[config.mk]
export PLATFORM = sky130hd
export DESIGN_NAME = dct_quant_zigzag
export DESIGN_NICKNAME = d
export VERILOG_FILES = /design/src/rtl/jpeg_pkg.sv /design/src/rtl/quant_round.sv /design/src/rtl/dct_quant_zigzag.sv
export SDC_FILE = /design/constraint.sdc
export NUM_CORES = 1
export LEC_CHECK = 0
export BUFFER_PORTS_ARGS = -buffer_cell sky130_fd_sc_hd__buf_4
export CORE_ASPECT_RATIO = 1.4
export CORE_MARGIN = 2
export CORE_UTILIZATION = 25
export DETAILED_ROUTE_END_ITERATION = 8
export PLACE_DENSITY = 0.52
export SYNTH_ARGS = -nofsm -noshare
export SYNTH_HDL_FRONTEND = slang
export SYNTH_HIERARCHICAL = 1
export SYNTH_SLANG_ARGS = --single-unit
export TNS_END_PERCENT = 30
[constraint.sdc]
create_clock -name clk -period 22.5 [get_ports clk]
set_clock_uncertainty 0.2 [all_clocks]
set_input_delay 2.25 -clock clk [delete_from_list [all_inputs] [get_ports clk]]
set_output_delay 2.25 -clock clk [all_outputs]
set_load 0.01 [all_outputs]
[src/rtl/jpeg_pkg.sv]
// Shared constants for the JPEG quantize + zigzag stage: widths, the luminance
// quantization table, its rounded 16-bit reciprocals, the zigzag scan and FSM states.
package jpeg_pkg;

    localparam int COEF_W  = 10;
    localparam int QOUT_W  = 8;
    localparam int RECIP_W = 13;
    localparam int PROD_W  = 23;
    localparam int NCOEF   = 64;
    localparam int IDX_W   = 6;

    typedef enum logic [1:0] {
        ST_IDLE,
        ST_LOAD,
        ST_SEND
    } state_e;

    typedef logic [0:NCOEF-1][6:0]         qtab_t;
    typedef logic [0:NCOEF-1][RECIP_W-1:0] rtab_t;
    typedef logic [0:NCOEF-1][IDX_W-1:0]   zztab_t;

    // Indexed by 8*row + col, row = vertical frequency.
    localparam qtab_t Q_TABLE = '{
        7'd16, 7'd11, 7'd10, 7'd16, 7'd24,  7'd40,  7'd51,  7'd61,
        7'd12, 7'd12, 7'd14, 7'd19, 7'd26,  7'd58,  7'd60,  7'd55,
        7'd14, 7'd13, 7'd16, 7'd24, 7'd40,  7'd57,  7'd69,  7'd56,
        7'd14, 7'd17, 7'd22, 7'd29, 7'd51,  7'd87,  7'd80,  7'd62,
        7'd18, 7'd22, 7'd37, 7'd56, 7'd68,  7'd109, 7'd103, 7'd77,
        7'd24, 7'd35, 7'd55, 7'd64, 7'd81,  7'd104, 7'd113, 7'd92,
        7'd49, 7'd64, 7'd78, 7'd87, 7'd103, 7'd121, 7'd120, 7'd101,
        7'd72, 7'd92, 7'd95, 7'd98, 7'd112, 7'd100, 7'd103, 7'd99
    };

    // Zigzag position k -> buffer index 8*row + col.
    localparam zztab_t ZZ_TABLE = '{
        6'd0,  6'd1,  6'd8,  6'd16, 6'd9,  6'd2,  6'd3,  6'd10,
        6'd17, 6'd24, 6'd32, 6'd25, 6'd18, 6'd11, 6'd4,  6'd5,
        6'd12, 6'd19, 6'd26, 6'd33, 6'd40, 6'd48, 6'd41, 6'd34,
        6'd27, 6'd20, 6'd13, 6'd6,  6'd7,  6'd14, 6'd21, 6'd28,
        6'd35, 6'd42, 6'd49, 6'd56, 6'd57, 6'd50, 6'd43, 6'd36,
        6'd29, 6'd22, 6'd15, 6'd23, 6'd30, 6'd37, 6'd44, 6'd51,
        6'd58, 6'd59, 6'd52, 6'd45, 6'd38, 6'd31, 6'd39, 6'd46,
        6'd53, 6'd60, 6'd61, 6'd54, 6'd47, 6'd55, 6'd62, 6'd63
    };

    // R = round(65536 / Q); no Q in the table produces an exact .5 tie.
    function automatic rtab_t build_r_table();
        rtab_t t;
        for (int i = 0; i < NCOEF; i++) begin
            t[i] = RECIP_W'((65536 + int'(Q_TABLE[i]) / 2) / int'(Q_TABLE[i]));
        end
        return t;
    endfunction

    localparam rtab_t R_TABLE = build_r_table();

endpackage

[src/rtl/quant_round.sv]
// Combinational quantizer: multiplies |coef| by a 16-bit-scaled reciprocal and
// rounds half away from zero, then restores the sign.
module quant_round
    import jpeg_pkg::*;
(
    input  logic signed [COEF_W-1:0]  coef,
    input  logic        [RECIP_W-1:0] recip,
    output logic signed [QOUT_W-1:0]  q
);

    logic [COEF_W-1:0] mag;
    logic [PROD_W-1:0] prod;
    logic [QOUT_W-1:0] qmag;

    always_comb begin
        // -512 negates to the bit pattern of +512, which is correct as unsigned.
        mag  = coef[COEF_W-1] ? $unsigned(-coef) : $unsigned(coef);
        prod = PROD_W'(mag) * PROD_W'(recip) + PROD_W'(32768);
        qmag = QOUT_W'(prod >> 16);
        q    = coef[COEF_W-1] ? $signed(-qmag) : $signed(qmag);
    end

endmodule

[src/rtl/dct_quant_zigzag.sv]
// Accepts a 64-coefficient DCT block, then streams it out in JPEG zigzag order,
// one quantized coefficient per beat under a valid/ready handshake.
module dct_quant_zigzag
    import jpeg_pkg::*;
#(
    parameter bit UNIT_Q = 1'b0
) (
    input  logic                      clk,
    input  logic                      rst,
    input  logic                      in_valid,
    input  logic [NCOEF*COEF_W-1:0]   coef_in,
    output logic                      in_ready,
    output logic                      out_valid,
    input  logic                      out_ready,
    output logic [QOUT_W-1:0]         out_coef,
    output logic [IDX_W-1:0]          out_index,
    output logic                      out_last
);

    state_e                          state_q, state_d;
    logic [IDX_W-1:0]                k_q, k_d;
    logic [NCOEF-1:0][COEF_W-1:0]    buf_q, buf_d;
    logic                            out_valid_q, out_valid_d;
    logic                            out_last_q, out_last_d;
    logic [QOUT_W-1:0]               out_coef_q, out_coef_d;

    logic [IDX_W-1:0]                sel_k;
    logic [IDX_W-1:0]                zz_pos;
    logic signed [COEF_W-1:0]        sel_coef;
    logic [RECIP_W-1:0]              sel_recip;
    logic signed [QOUT_W-1:0]        qr_coef;
    logic [QOUT_W-1:0]               beat_coef;
    logic                            handshake;

    // Beat being prepared: 0 when leaving LOAD, otherwise the one after k.
    always_comb begin
        sel_k     = (state_q == ST_LOAD) ? '0 : k_q + 6'd1;
        zz_pos    = ZZ_TABLE[sel_k];
        sel_coef  = $signed(buf_q[zz_pos]);
        sel_recip = R_TABLE[zz_pos];
    end

    quant_round u_quant (
        .coef  (sel_coef),
        .recip (sel_recip),
        .q     (qr_coef)
    );

    // Unit-Q build passes coefficients straight through (Q = 1 is the identity).
    assign beat_coef = UNIT_Q ? sel_coef[QOUT_W-1:0] : qr_coef;
    assign handshake = out_valid_q & out_ready;

    always_comb begin
        // NOTE: every combinational output gets a default first, so no path leaves it unassigned and no latch is inferred.
        state_d     = state_q;
        k_d         = k_q;
        buf_d       = buf_q;
        out_valid_d = out_valid_q;
        out_last_d  = out_last_q;
        out_coef_d  = out_coef_q;

        case (state_q)
            ST_IDLE: begin
                if (in_valid) begin
                    buf_d   = coef_in;
                    k_d     = '0;
                    state_d = ST_LOAD;
                end
            end
            ST_LOAD: begin
                out_valid_d = 1'b1;
                out_last_d  = 1'b0;
                out_coef_d  = beat_coef;
                k_d         = '0;
                state_d     = ST_SEND;
            end
            ST_SEND: begin
                if (handshake) begin
                    if (k_q == 6'd63) begin
                        out_valid_d = 1'b0;
                        out_last_d  = 1'b0;
                        state_d     = ST_IDLE;
                    end else begin
                        k_d        = sel_k;
                        out_coef_d = beat_coef;
                        out_last_d = (k_q == 6'd62);
                    end
                end
            end
            default: state_d = ST_IDLE;
        endcase
    end

    // NOTE: state registers use non-blocking assignments so every flop samples pre-edge values.
    always_ff @(posedge clk) begin
        if (rst) begin
            state_q     <= ST_IDLE;
            k_q         <= '0;
            out_valid_q <= 1'b0;
            out_last_q  <= 1'b0;
            out_coef_q  <= '0;
        end else begin
            state_q     <= state_d;
            k_q         <= k_d;
            out_valid_q <= out_valid_d;
            out_last_q  <= out_last_d;
            out_coef_q  <= out_coef_d;
        end
    end

    // NOTE: the block buffer is deliberately left out of reset; it is always written before it is read.
    always_ff @(posedge clk) begin
        buf_q <= buf_d;
    end

    assign in_ready  = (state_q == ST_IDLE);
    assign out_valid = out_valid_q;
    assign out_coef  = out_coef_q;
    assign out_index = k_q;
    assign out_last  = out_last_q;

endmodule

==> out/qor.yml <==
outcome: "finished, final reports clean"
wl_per_cell_um: 25.93
hold_ws_ns: 0.3066
hold_path_class: "reg2reg"
globalplace.congestion: 0.8789
maxCapViolCount: 0
die_h_um: 433.5
max_freq_mhz: 71.41
via_per_inst: 4.711
hold_path_depth: 2
crit_arrival_ns: 14.40
wirelength_um: 129400
finalSetupViolations: 0
core_um2: 130800
area_growth_pct: 27.87
synth_most_common_cell: "edfxtp_1"
synth_area_leaders: "edfxtp_1 58%, mux2i_1 6.1%, fa_1 5.2%"
slowest_delay_ns: 0.82
cts_made_buffers: 72
dieArea_um2: 134700
ant_nets: 0
total_power_mw: 4.243
placed_cells: 4847
ir_drop_mv: 0.1033
drtPass1Iterations: 6
overflow: 0
yosysTopAreaCell: "edfxtp_1"
clock_sink_count: 658
grt_setup_unrepaired: "no"
async_flop_share_pct: 0
fin_nets: 3990
cp-start-kind: "register"
drc: 0
antenna_found_initial: 22
fin_cells: 4990
synth_common_cells: "640 x edfxtp_1, 383 x nand2_1, 201 x mux2i_1"
worstSetupEndpointType: "register"
synth_top_area_share_pct: 58.33
final.min_clock_period_ns: 14.00
nFillCells: 13240
rrSetupSlack_ns: 8.50
ys_ff_latch: 658
synth_flop_cell: "edfxtp_1"
setup.worst_path.start: "out_index[0]"
cts.root.buffer_cell: "clkbuf_16"
drive_above_1_share_pct: 27.71
syn_avg_cell_area_um2: 12.97
critPathRequiredTime_ns: 22.89
leakage_nw: 16.11
synth_cells: 2541
grt_usage_pct: 18.63
clockBufferDepth: 3
hold_violations: 0
dp_hpwl_um: 99970
htreeDepth: 3
grt_max_degree: 110
cts_tree: "built"
reg2reg_to: "out_coef[6]"
hp-start: "out_coef[5]"
crit_fanout: 41
slew_violations: 0
worst-path-buf-inv: 9
row_count: 157
grt_pass1_vias: 24100
cts_resized: 0
synth_nets: 3359
crit_cells: 46
cts_setup_buffers: 0
vias: 23510
ctsHoldBuffers: 0
yosysUniqueCellTypes: 100
grt_pass1_wl_um: 178700
clk_pin_slew_worst_paths_ns: 0.06
post-route-period-util_pct: 62.24
reg2reg_depth: 46
io_pins: 661
initial_core_util_pct: 25.18
cp_slowest_cell: "dfxtp_1"
synth_edf_count: 640
cp_top_family: "adder cells"
portBuffers: 660
path_class: "reg2reg"
r2r-start: "out_index[0]"
drt-initial-drc-count: 1745
seq_area_frac_synth_pct: 59.43
path_common_cell: "inv_1"
die-width_um: 310.8
finalSetupTns_ns: 0
tightest_slew_ns: 1.225
power_density_nw_per_um2: 100.7
clk_latency_ns: 0.67
hold_end: "out_coef[5]"
yosysWarnings: 6
slew_headroom_pct: 17.75
syn_area_um2: 32950
==> cell families (layout without fill, tap and decap cells) <==
group,after synthesis,count (layout),share of synthesized area (%)
AND/OR/NAND/NOR,728,728,10.22
flip-flops,658,658,59.43
AO/OA/AOI/OAI,427,427,9.065
buffers and inverters,293,978,4.056
multiplexers,228,228,7.702
adder cells (fa/ha/maj),174,174,8.568
XOR/XNOR,33,33,0.9647
other,0,15,0
==> worst max path at each step <==
| stage | to | slack, ns |
|---|---|---|
| finish | out_coef[6] | 8.50 |
| global route | out_coef[6] | 7.60 |
| CTS | out_coef[6] | 8.44 |
| detailed placement | out_coef[6] | 8.48 |
| global placement | out_coef[6] | 8.42 |
| floorplan | buf_q[0] | 4.61 |
==> through the flow <==
stage / instance area, µm² / worst slack (ns) / utilization (%)
6_report: 42130 / 8.497 / 32.20
5_1_grt: 42120 / 7.602 / 32.20
4_1_cts: 42090 / 8.441 / 32.17
3_5_place_dp: 39780 / 8.484 / 30.41
3_3_place_gp: 39780 / 8.420 / 30.41
2_1_floorplan: 32950 / 4.606 / -
==> worst min-delay path, delay by kind of cell, from the launching register on <==
kind / cells / cell delay (ns)
DFF: 1 / 0.33
muxes: 1 / 0.07
and+or+nand+nor: 1 / 0.07
==> placed cells by master, fill, tap and decap left out, types with 8 or more instances in the layout <==
cell | synthesis | layout
or4_1 | 10 | 10
nand2b_1 | 11 | 11
a32oi_1 | 11 | 11
inv_1 | 132 | 132
and2_1 | 74 | 73
a311oi_1 | 14 | 13
dfxtp_1 | 18 | 18
xnor2_1 | 22 | 22
ha_1 | 88 | 88
clkinv_2 | 0 | 8
xor2_1 | 8 | 8
diode_2 | 0 | 15
a21oi_1 | 126 | 126
clkbuf_16 | 0 | 76
o221ai_1 | 20 | 20
and3_1 | 13 | 13
nand3_1 | 75 | 75
nand2_1 | 383 | 381
nor4_1 | 18 | 18
clkinv_1 | 0 | 19
o21ai_0 | 61 | 59
mux4_2 | 19 | 19
buf_4 | 20 | 714
fa_1 | 86 | 86
clkbuf_1 | 61 | 11
nor3_1 | 23 | 23
nand2_2 | 7 | 9
o211ai_1 | 14 | 14
o22ai_1 | 37 | 37
nor2_1 | 67 | 65
nor2b_1 | 9 | 9
edfxtp_1 | 640 | 640
a31oi_1 | 26 | 26
mux2i_1 | 201 | 200
nand4_1 | 10 | 10
a211oi_1 | 14 | 14
or3_1 | 9 | 9
==> layout make-up <==
| cell class | instances | area (µm²) | share of cell area [%] |
|---|---|---|---|
| Clock inverter | 41 | 366.6 | 0.8702 |
| Antenna cell | 15 | 37.54 | 0.08910 |
| Sequential cell | 658 | 19580 | 46.47 |
| Tap cell | 1749 | 2188 | 5.195 |
| Inverter | 135 | 516.7 | 1.227 |
| Clock buffer | 87 | 1943 | 4.612 |
| Multi-Input combinational cell | 1590 | 12120 | 28.76 |
| Timing Repair Buffer | 715 | 5380 | 12.77 |
==> routing by layer <==
layer  wire length, µm  share of wire, %  global-route usage [%]
met1             48040                37                   20.54
met5                69             0.053                       0
met4              4249               3.3                   7.373
met3              8023               6.2                   4.273
met2             69030                53                   34.40
==> registers in the layout, indices dropped and copies added (netlist names) <==
signal     flops
buf_q        640
out_coef       8
out_index      6
state_q        2
out_last       1
out_valid      1
==> report_power, final <==
group / switching, mW / internal [mW] / total, mW
clock network: 0.503 / 0.684 / 1.19
registers: 0.0277 / 1.46 / 1.48
logic: 0.930 / 0.644 / 1.57
total: 1.46 / 2.78 / 4.24
Note: power is estimated with default switching activity, not from simulation.
